--- src/rtl/dot_product_mac.sv ---
// Dot-product sequencer: feeds operand pairs one at a time to an external
// 8x8 multiplier, sums the products and hands back the finished result.
module dot_product_mac #(
  parameter int ACC_W = 24,
  parameter int CNT_W = 8
) (
  input  logic             clk,
  input  logic             rst,
  input  logic             in_valid,
  output logic             in_ready,
  input  logic [7:0]       in_a,
  input  logic [7:0]       in_b,
  input  logic             in_last,
  output logic             mul_start,
  output logic [7:0]       mul_a,
  output logic [7:0]       mul_b,
  input  logic             mul_done,
  input  logic [15:0]      mul_product,
  output logic             acc_valid,
  input  logic             acc_ready,
  output logic [ACC_W-1:0] acc_out,
  output logic             acc_ovf,
  output logic [CNT_W-1:0] term_cnt
);

  localparam logic [2:0] IDLE   = 3'd0;
  localparam logic [2:0] ISSUE  = 3'd1;
  localparam logic [2:0] WAIT   = 3'd2;
  localparam logic [2:0] ACCUM  = 3'd3;
  localparam logic [2:0] OUTPUT = 3'd4;

  logic [2:0]       state_q, state_d;
  logic             ready_q, ready_d;
  logic             start_q, start_d;
  logic             valid_q, valid_d;
  logic [7:0]       a_q, a_d;
  logic [7:0]       b_q, b_d;
  logic             last_q, last_d;
  logic [15:0]      prod_q, prod_d;
  logic [ACC_W-1:0] acc_q, acc_d;
  logic             ovf_q, ovf_d;
  logic [CNT_W-1:0] cnt_q, cnt_d;
  logic [ACC_W:0]   sum;

  // The extra top bit of the sum is the carry that sets the sticky wrap flag.
  assign sum = {1'b0, acc_q} + {{(ACC_W + 1 - 16){1'b0}}, prod_q};

  always_comb begin
    state_d = state_q;
    a_d     = a_q;
    b_d     = b_q;
    last_d  = last_q;
    prod_d  = prod_q;
    acc_d   = acc_q;
    ovf_d   = ovf_q;
    cnt_d   = cnt_q;
    case (state_q)
      IDLE: begin
        if (in_valid && ready_q) begin
          last_d = in_last;
          // A zero operand makes the product trivially zero, so skip the multiplier.
          if (in_a == 8'd0 || in_b == 8'd0) begin
            prod_d  = 16'd0;
            state_d = ACCUM;
          end else begin
            a_d     = in_a;
            b_d     = in_b;
            state_d = ISSUE;
          end
        end
      end
      ISSUE: state_d = WAIT;
      WAIT: begin
        if (mul_done) begin
          prod_d  = mul_product;
          state_d = ACCUM;
        end
      end
      ACCUM: begin
        acc_d = sum[ACC_W-1:0];
        if (sum[ACC_W]) ovf_d = 1'b1;
        if (cnt_q != {CNT_W{1'b1}}) cnt_d = cnt_q + CNT_W'(1);
        state_d = last_q ? OUTPUT : IDLE;
      end
      OUTPUT: begin
        if (acc_ready) begin
          acc_d   = '0;
          ovf_d   = 1'b0;
          cnt_d   = '0;
          state_d = IDLE;
        end
      end
      default: state_d = IDLE;
    endcase
    ready_d = (state_d == IDLE);
    start_d = (state_d == ISSUE);
    valid_d = (state_d == OUTPUT);
  end

  always_ff @(posedge clk) begin
    if (!rst) begin
      state_q <= IDLE;
      ready_q <= 1'b0;
      start_q <= 1'b0;
      valid_q <= 1'b0;
      a_q     <= 8'd0;
      b_q     <= 8'd0;
      last_q  <= 1'b0;
      prod_q  <= 16'd0;
      acc_q   <= '0;
      ovf_q   <= 1'b0;
      cnt_q   <= '0;
    end else begin
      state_q <= state_d;
      ready_q <= ready_d;
      start_q <= start_d;
      valid_q <= valid_d;
      a_q     <= a_d;
      b_q     <= b_d;
      last_q  <= last_d;
      prod_q  <= prod_d;
      acc_q   <= acc_d;
      ovf_q   <= ovf_d;
      cnt_q   <= cnt_d;
    end
  end

  assign in_ready  = ready_q;
  assign mul_start = start_q;
  assign mul_a     = a_q;
  assign mul_b     = b_q;
  assign acc_valid = valid_q;
  assign acc_out   = acc_q;
  assign acc_ovf   = ovf_q;
  assign term_cnt  = cnt_q;

endmodule

--- config.mk ---
export PLATFORM = sky130hd
export DESIGN_NAME = dot_product_mac
export DESIGN_NICKNAME = d
export VERILOG_FILES = /design/src/rtl/dot_product_mac.sv
export SDC_FILE = /design/constraint.sdc
export NUM_CORES = 1
export LEC_CHECK = 0
export BUFFER_PORTS_ARGS = -buffer_cell sky130_fd_sc_hd__buf_4
export CORE_ASPECT_RATIO = 0.8
export CORE_MARGIN = 5
export CORE_UTILIZATION = 48
export CTS_BUF_LIST = sky130_fd_sc_hd__clkbuf_8 sky130_fd_sc_hd__clkbuf_16
export DETAILED_ROUTE_END_ITERATION = 6
export PLACE_DENSITY = 0.79
export REMOVE_ABC_BUFFERS = 1
export SYNTH_ARGS = -nofsm -noshare
export SYNTH_HDL_FRONTEND = slang
export SYNTH_SLANG_ARGS = --single-unit
--- constraint.sdc ---
create_clock -name clk -period 2.2 [get_ports clk]
set_input_delay 0.22 -clock clk [delete_from_list [all_inputs] [get_ports clk]]
set_output_delay 0.22 -clock clk [all_outputs]
set_load 0.01 [all_outputs]
Word-level counts from Yosys, hierarchy flattened
Cells that the tools add are included.
- equal/unequal tests: 13
- $add $sub $neg: 2
- reductions and logical operators: 14
- bitwise operators: 1
- multiplexer cells: 18
- operator list (operator ; count):
    two-way mux 16 bit ; 3
    case mux 24 bit (2 select lines) ; 1
    case mux 16 bit (2 select lines) ; 1
    adder 24 x 16 -> 25 bit ; 1
    two-way mux 24 bit ; 1
    logical NOT 8 bit ; 2
    two-way mux 8 bit ; 2
    case mux 8 bit (2 select lines) ; 1
    case mux 3 bit (5 select lines) ; 1
    two-way mux 3 bit ; 4
    inequality test 2 bit, second input constant ; 6
    AND reduction 3 bit ; 3
    adder 8 x 1 -> 8 bit, second input constant ; 1
    inequality test 8 bit, second input constant ; 1
    == test 3 x 1 -> 1 bit, second input constant ; 2
    == test 3 x 2 -> 1 bit, second input constant ; 2
    == test 3 bit, second input constant ; 2
    logical NOT 3 bit ; 2
    AND reduction 2 bit ; 2
    AND reduction 4 bit ; 1
    nonzero test 2 bit ; 2
    two-way mux 1 bit ; 2
    two-way mux 2 bit ; 1
    case mux 1 bit (2 select lines) ; 1
    3 further kinds ; 3
- output and inout bits: 52
- flip-flop bits (word level): 72
- word-level logic and storage cells: 59
- bits of input ports: 38

Depth between registers and ports, before layout
- depth after elaboration: 6
- mapped depth: 9
- depth with buffers taken out: 9

Worst setup path after synthesis
OpenSTA, ideal clock, no wires.
- path type: register to register
- start point: register acc_q[0], in the netlist acc_out[0]
- end point: register acc_q[12], in the netlist acc_out[12]
- path buffers: 0
- period minus slack after synthesis: 2.189 ns
- data arrival time: 2.071 ns
- slack: 0.011 ns
- stages on the path, launching flop included: 10
- required time: 2.083 ns
- setup time: 0.117 ns
- path through: dfxtp_1 > ha_1 > fa_1 > a21o_1 > a21oi_2 > a21boi_2 > or2_1 > a31oi_1 > xnor2_1 > a32o_1
- word-level cells in the longest chain between the ends: 2
- ends and longest elaborated chain (element ; line ; RTL):
    from (decl) ; 40 ; logic [ACC_W-1:0] acc_q, acc_d;
    from (signal assigned) ; 110 ; acc_q <= '0;
    from (signal assigned) ; 122 ; acc_q <= acc_d;
    adder 24 x 16 -> 25 bit ; 46 ; assign sum = {1'b0, acc_q} + {{(ACC_W + 1 - 16){1'b0}}, prod_q};
    case mux 24 bit (2 select lines) ; 57 ; case (state_q)
No other way between the ends.
A chain may end at the register's enable or synchronous reset.

Worst setup path in the final report
- start point: register acc_q[2], in the netlist acc_out[2]
- end point: register acc_q[18], in the netlist acc_out[18]
Same word-level chain as after synthesis.

==> flow_results.org <==
** Detailed routing
- Wire segments on met2 add up to around 4800 um in the final route.
- The count of nets left with antenna violations once routing finished came out at 0.
- Total number of vias :: 3,458
- Final routed wirelength across all metal layers :: roughly 9800 um
- Routed length on met1 :: 4140 um
- Total met3 wirelength after detailed routing :: about 730 um
- In the routed layout, each cell is associated on average with a via count of around 5.6.
- Detailed-route wire length per cell :: ~16 um
- For this run, the detailed router's first-pass iteration total came to 7.
- In this run the top signal layer used is met4.
- The first routing iteration left roughly 200 violations.
- For this run, design rule violations remaining after detail routing come to 0.

** Worst hold path
- Type of the tightest min-delay check :: in -> reg

** Worst setup path
- Worst-path fanout max :: 7
- The worst setup path is launched from a flip-flop.
- Critical path data required time :: about 2.5 ns
- Classification of the worst setup path :: reg -> reg
- Master of the slowest instance on the critical path :: or4_4
- Most frequent CP cell :: a21oi_2
- STA classifies the critical path endpoint as a flip-flop.
- Walking the worst path, the cells encountered are ha_1 -> a21o_1 -> a21oi_2 -> a21boi_2 -> o2111ai_2 -> and2_4 -> or4_4 -> a21oi_2.
- Signal arrival time at the worst endpoint :: between 2 and 2.5 ns
- On the worst path, the slowest cell contributes a delay of about 0.42 ns.

** Placed design
- The congestion estimate from routability-driven global placement came to between 0.8 and 0.9.
- Count of input and output buffers :: 89
- At the placement stage, the worst setup path has a slack of -0.0486 ns.
- The wire-length estimate of the detail-placed layout is between 6000 and 7000 um.

** Timing
- Final setup violation count :: 0
- Pins over their slew limit :: 0
- The clock arrives with about 0.013 ns of skew.
- The total count of hold-check failures in the final report was 0.
- Measured against its own limit, the worst slew margin works out to 54.7%.
- The tightest hold path in the finished design has a slack of 0.105 ns.
- Worst-margin pin slew :: slightly below 0.7 ns
- Achievable frequency :: ~460 MHz
- Setup total negative slack on the finished layout was measured at 0 ns.
- Fraction of the cycle the final worst path needs :: 98.1%
- Counting I/O delays and the setup requirement, the final critical path takes between 2 and 2.5 ns.
- Post-route setup slack :: approximately 0.042 ns

** Final layout
- Area taken by multi-input logic gates :: approximately 2200 um2
- The sequential cells in the finished layout cover a total of 1450 um2.
- In the final layout, the share of cells above drive strength 1 is 31.6%.
- Number of fill cells :: ~600
- Antenna cells :: 0
- Nets :: between 500 and 600
- Synthesis-to-layout area growth :: 33.5%

** Floorplan
- From left edge to right edge, the die measures about 110 um.
- Once the floorplan was initialized, standard cells occupied about 49% of the core.
- Pin placement for this block handled 90 I/O pins.
- The floorplan has 28 rows.
- The die is between 80 and 90 um tall.
- Area of the core :: between 7000 and 8000 um2
- The floorplan step defined a die boundary enclosing between 9000 and 10,000 um2.

** Clocking
- Clock-pin slew was measured on the worst setup and hold paths at 0.08 ns.
- H-tree lvl count :: 3
- The clock net in this run drives a total of between 70 and 80 sinks.
- Source-to-sink clock delay at the later pin of the worst-skew pair :: around 0.35 ns
- TritonCTS built the clock tree.
- Root buffer cell :: clkbuf_8
- Post-cts hold buffer count :: 0
- Clock tree synthesis inserted a total of 9 buffers.
- Number of buffers between clock root and the deepest sink :: 2

** Synth
- Number of unique standard cell types used by synthesis :: 60
- Proportion of synthesized chip area in sequential cells :: about 40%
- The most used flip-flop cell after synthesis is dfxtp_1.
- In the synthesized netlist, the number of instances is 422.
- Combined area of all synthesized cells :: ~3600 um2
- Flop and latch count out of synthesis :: about 70
- Average footprint of a synthesized cell :: between 8 and 9 um2
- Yosys printed 0 warnings.
- Share of flip-flops with an asynchronous set or reset :: 0%
- Counting flops with a built-in enable in the synthesized netlist gives 0.

** Global routing
- Wire length of the first global-routing pass :: between 15,000 and 20,000 um
- The number of antenna violations at the first check in global routing came to 0.
- For this run the aggregate overflow at the end of global routing stands at 0.
- Entering global routing, the biggest net connects 33 pins.
- GRT Total Usage :: between 20% and 30%
- The via count of the first global-routing pass was around 3,400.

** Job
- Max cap viols :: 0

** Power
- Leakage power figure :: ~2.0 nW
- Highest ir drop seen on vdd :: around 0.36 mV
- In this run the power density over the cells is approximately 550 nW/um2.

** Status
- The run finished with clean final reports.
final cells by class:
type	count	share of cell area, %
clock buffer	10	2.87
sequential	72	30.2
clock inverter	6	1.35
inverter	5	0.391
multi-input combinational	323	45.4
tap	90	2.34
timing repair buffer	112	17.5
cell families after synthesis:
kind of cell	share of synthesized area (%)
AO/OA/AOI/OAI	17.6
XOR/XNOR	4.87
adder cells (fa/ha/maj)	6.47
buffers and inverters	3.51
flip-flops	40.1
multiplexers	5.32
AND/OR/NAND/NOR	22.1
synth_stat cells, types with 6 or more instances:
| master | count | area share, % |
|---|---|---|
| and2_1 | 6 | 1.0 |
| mux2i_1 | 18 | 5.0 |
| and3_1 | 6 | 1.0 |
| a21oi_1 | 33 | 4.6 |
| dfxtp_1 | 72 | 40 |
| xnor2_1 | 12 | 2.9 |
| clkbuf_1 | 10 | 1.0 |
| nand2_1 | 50 | 5.2 |
| ha_1 | 17 | 5.9 |
| o21ai_0 | 26 | 3.6 |
| nand3_1 | 29 | 4.0 |
| xor2_1 | 8 | 1.9 |
| nor2_1 | 46 | 4.8 |
power breakdown:
part,switching [W],internal (W),leakage [nW],total [W]
clock network,0.000514,0.000558,0.103,0.00107
registers,0.0000207,0.00133,0.585,0.00135
logic,0.000118,0.000120,1.35,0.000238
flip-flops by register name (all words and copies together) (netlist names):
signal	flops
acc_out	24
last_q	1
mul_b	8
acc_ovf	1
mul_start	1
in_ready	1
state_q	3
term_cnt	8
prod_q	16
acc_valid	1
mul_a	8
critical path, delay by kind of cell (launching register included):
| family | cells | cell delay, ns |
|---|---|---|
| adders and majority gates | 1 | 0.38 |
| DFF | 1 | 0.33 |
| and+or+nand+nor | 2 | 0.63 |
| AOI/OAI and AO/OA | 5 | 0.76 |
stage by stage:
stage | instances | power, W | area [um2] | utilization, %
floorplan | 400 | 0.00149 | 3490 | -
global placement | 596 | 0.00161 | 4400 | 59.8
detailed placement | 596 | 0.00162 | 4400 | 59.8
CTS | 615 | 0.00269 | 4660 | 63.3
global route | 618 | 0.00277 | 4800 | 65.3
finish | 618 | 0.00266 | 4800 | 65.3
cells in the final DEF (no fill, tap or decap), drive strengths merged, types with 2 or more instances in the layout:
cell,instances
and4,2
a32o,4
and3,6
o31ai,2
a21oi,34
nor2b,3
xor2,8
a31oi,4
ha,17
xnor2,12
dfxtp,72
a21o,5
nor4,6
or4,2
a22oi,4
a211oi,6
and2,7
mux2i,18
o21ai,27
nand3,30
nor3,3
nand4,4
buf,112
clkbuf,10
inv,7
or3,2
clkinv,2
nand2,50
nor2,46
routing by layer:
metal  GRT usage (%)  vias to the layer above
met5               0                        -
met3            4.67                       16
met2            35.7                      133
li1                -                     1709
met4            7.32                        0
met1            26.7                     1600
final timing paths:
check	from	endpoint	slack (ns)	cells past startpoint
setup / recovery	acc_out[2]$_SDFFE_PN0P_	acc_out[18]$_SDFFE_PN0P_	0.04	8
hold / removal	in_a[0]	mul_a[0]$_SDFFE_PN0P_	0.10	3
setup reg to reg	acc_out[2]$_SDFFE_PN0P_	acc_out[18]$_SDFFE_PN0P_	0.04	8
hold reg to reg	prod_q[13]$_SDFFE_PN0P_	prod_q[13]$_SDFFE_PN0P_	0.48	2
repair_timing:
| item | in CTS | in global routing |
|---|---|---|
| buffers inserted | 3 | 3 |
| hold endpoints to repair | 0 | 0 |
| gates resized for setup | 7 | 26 |
| endpoints found under the setup margin | 3 | 14 |
| pin swaps | 7 | 22 |
Note: power is estimated with default switching activity, not from simulation.
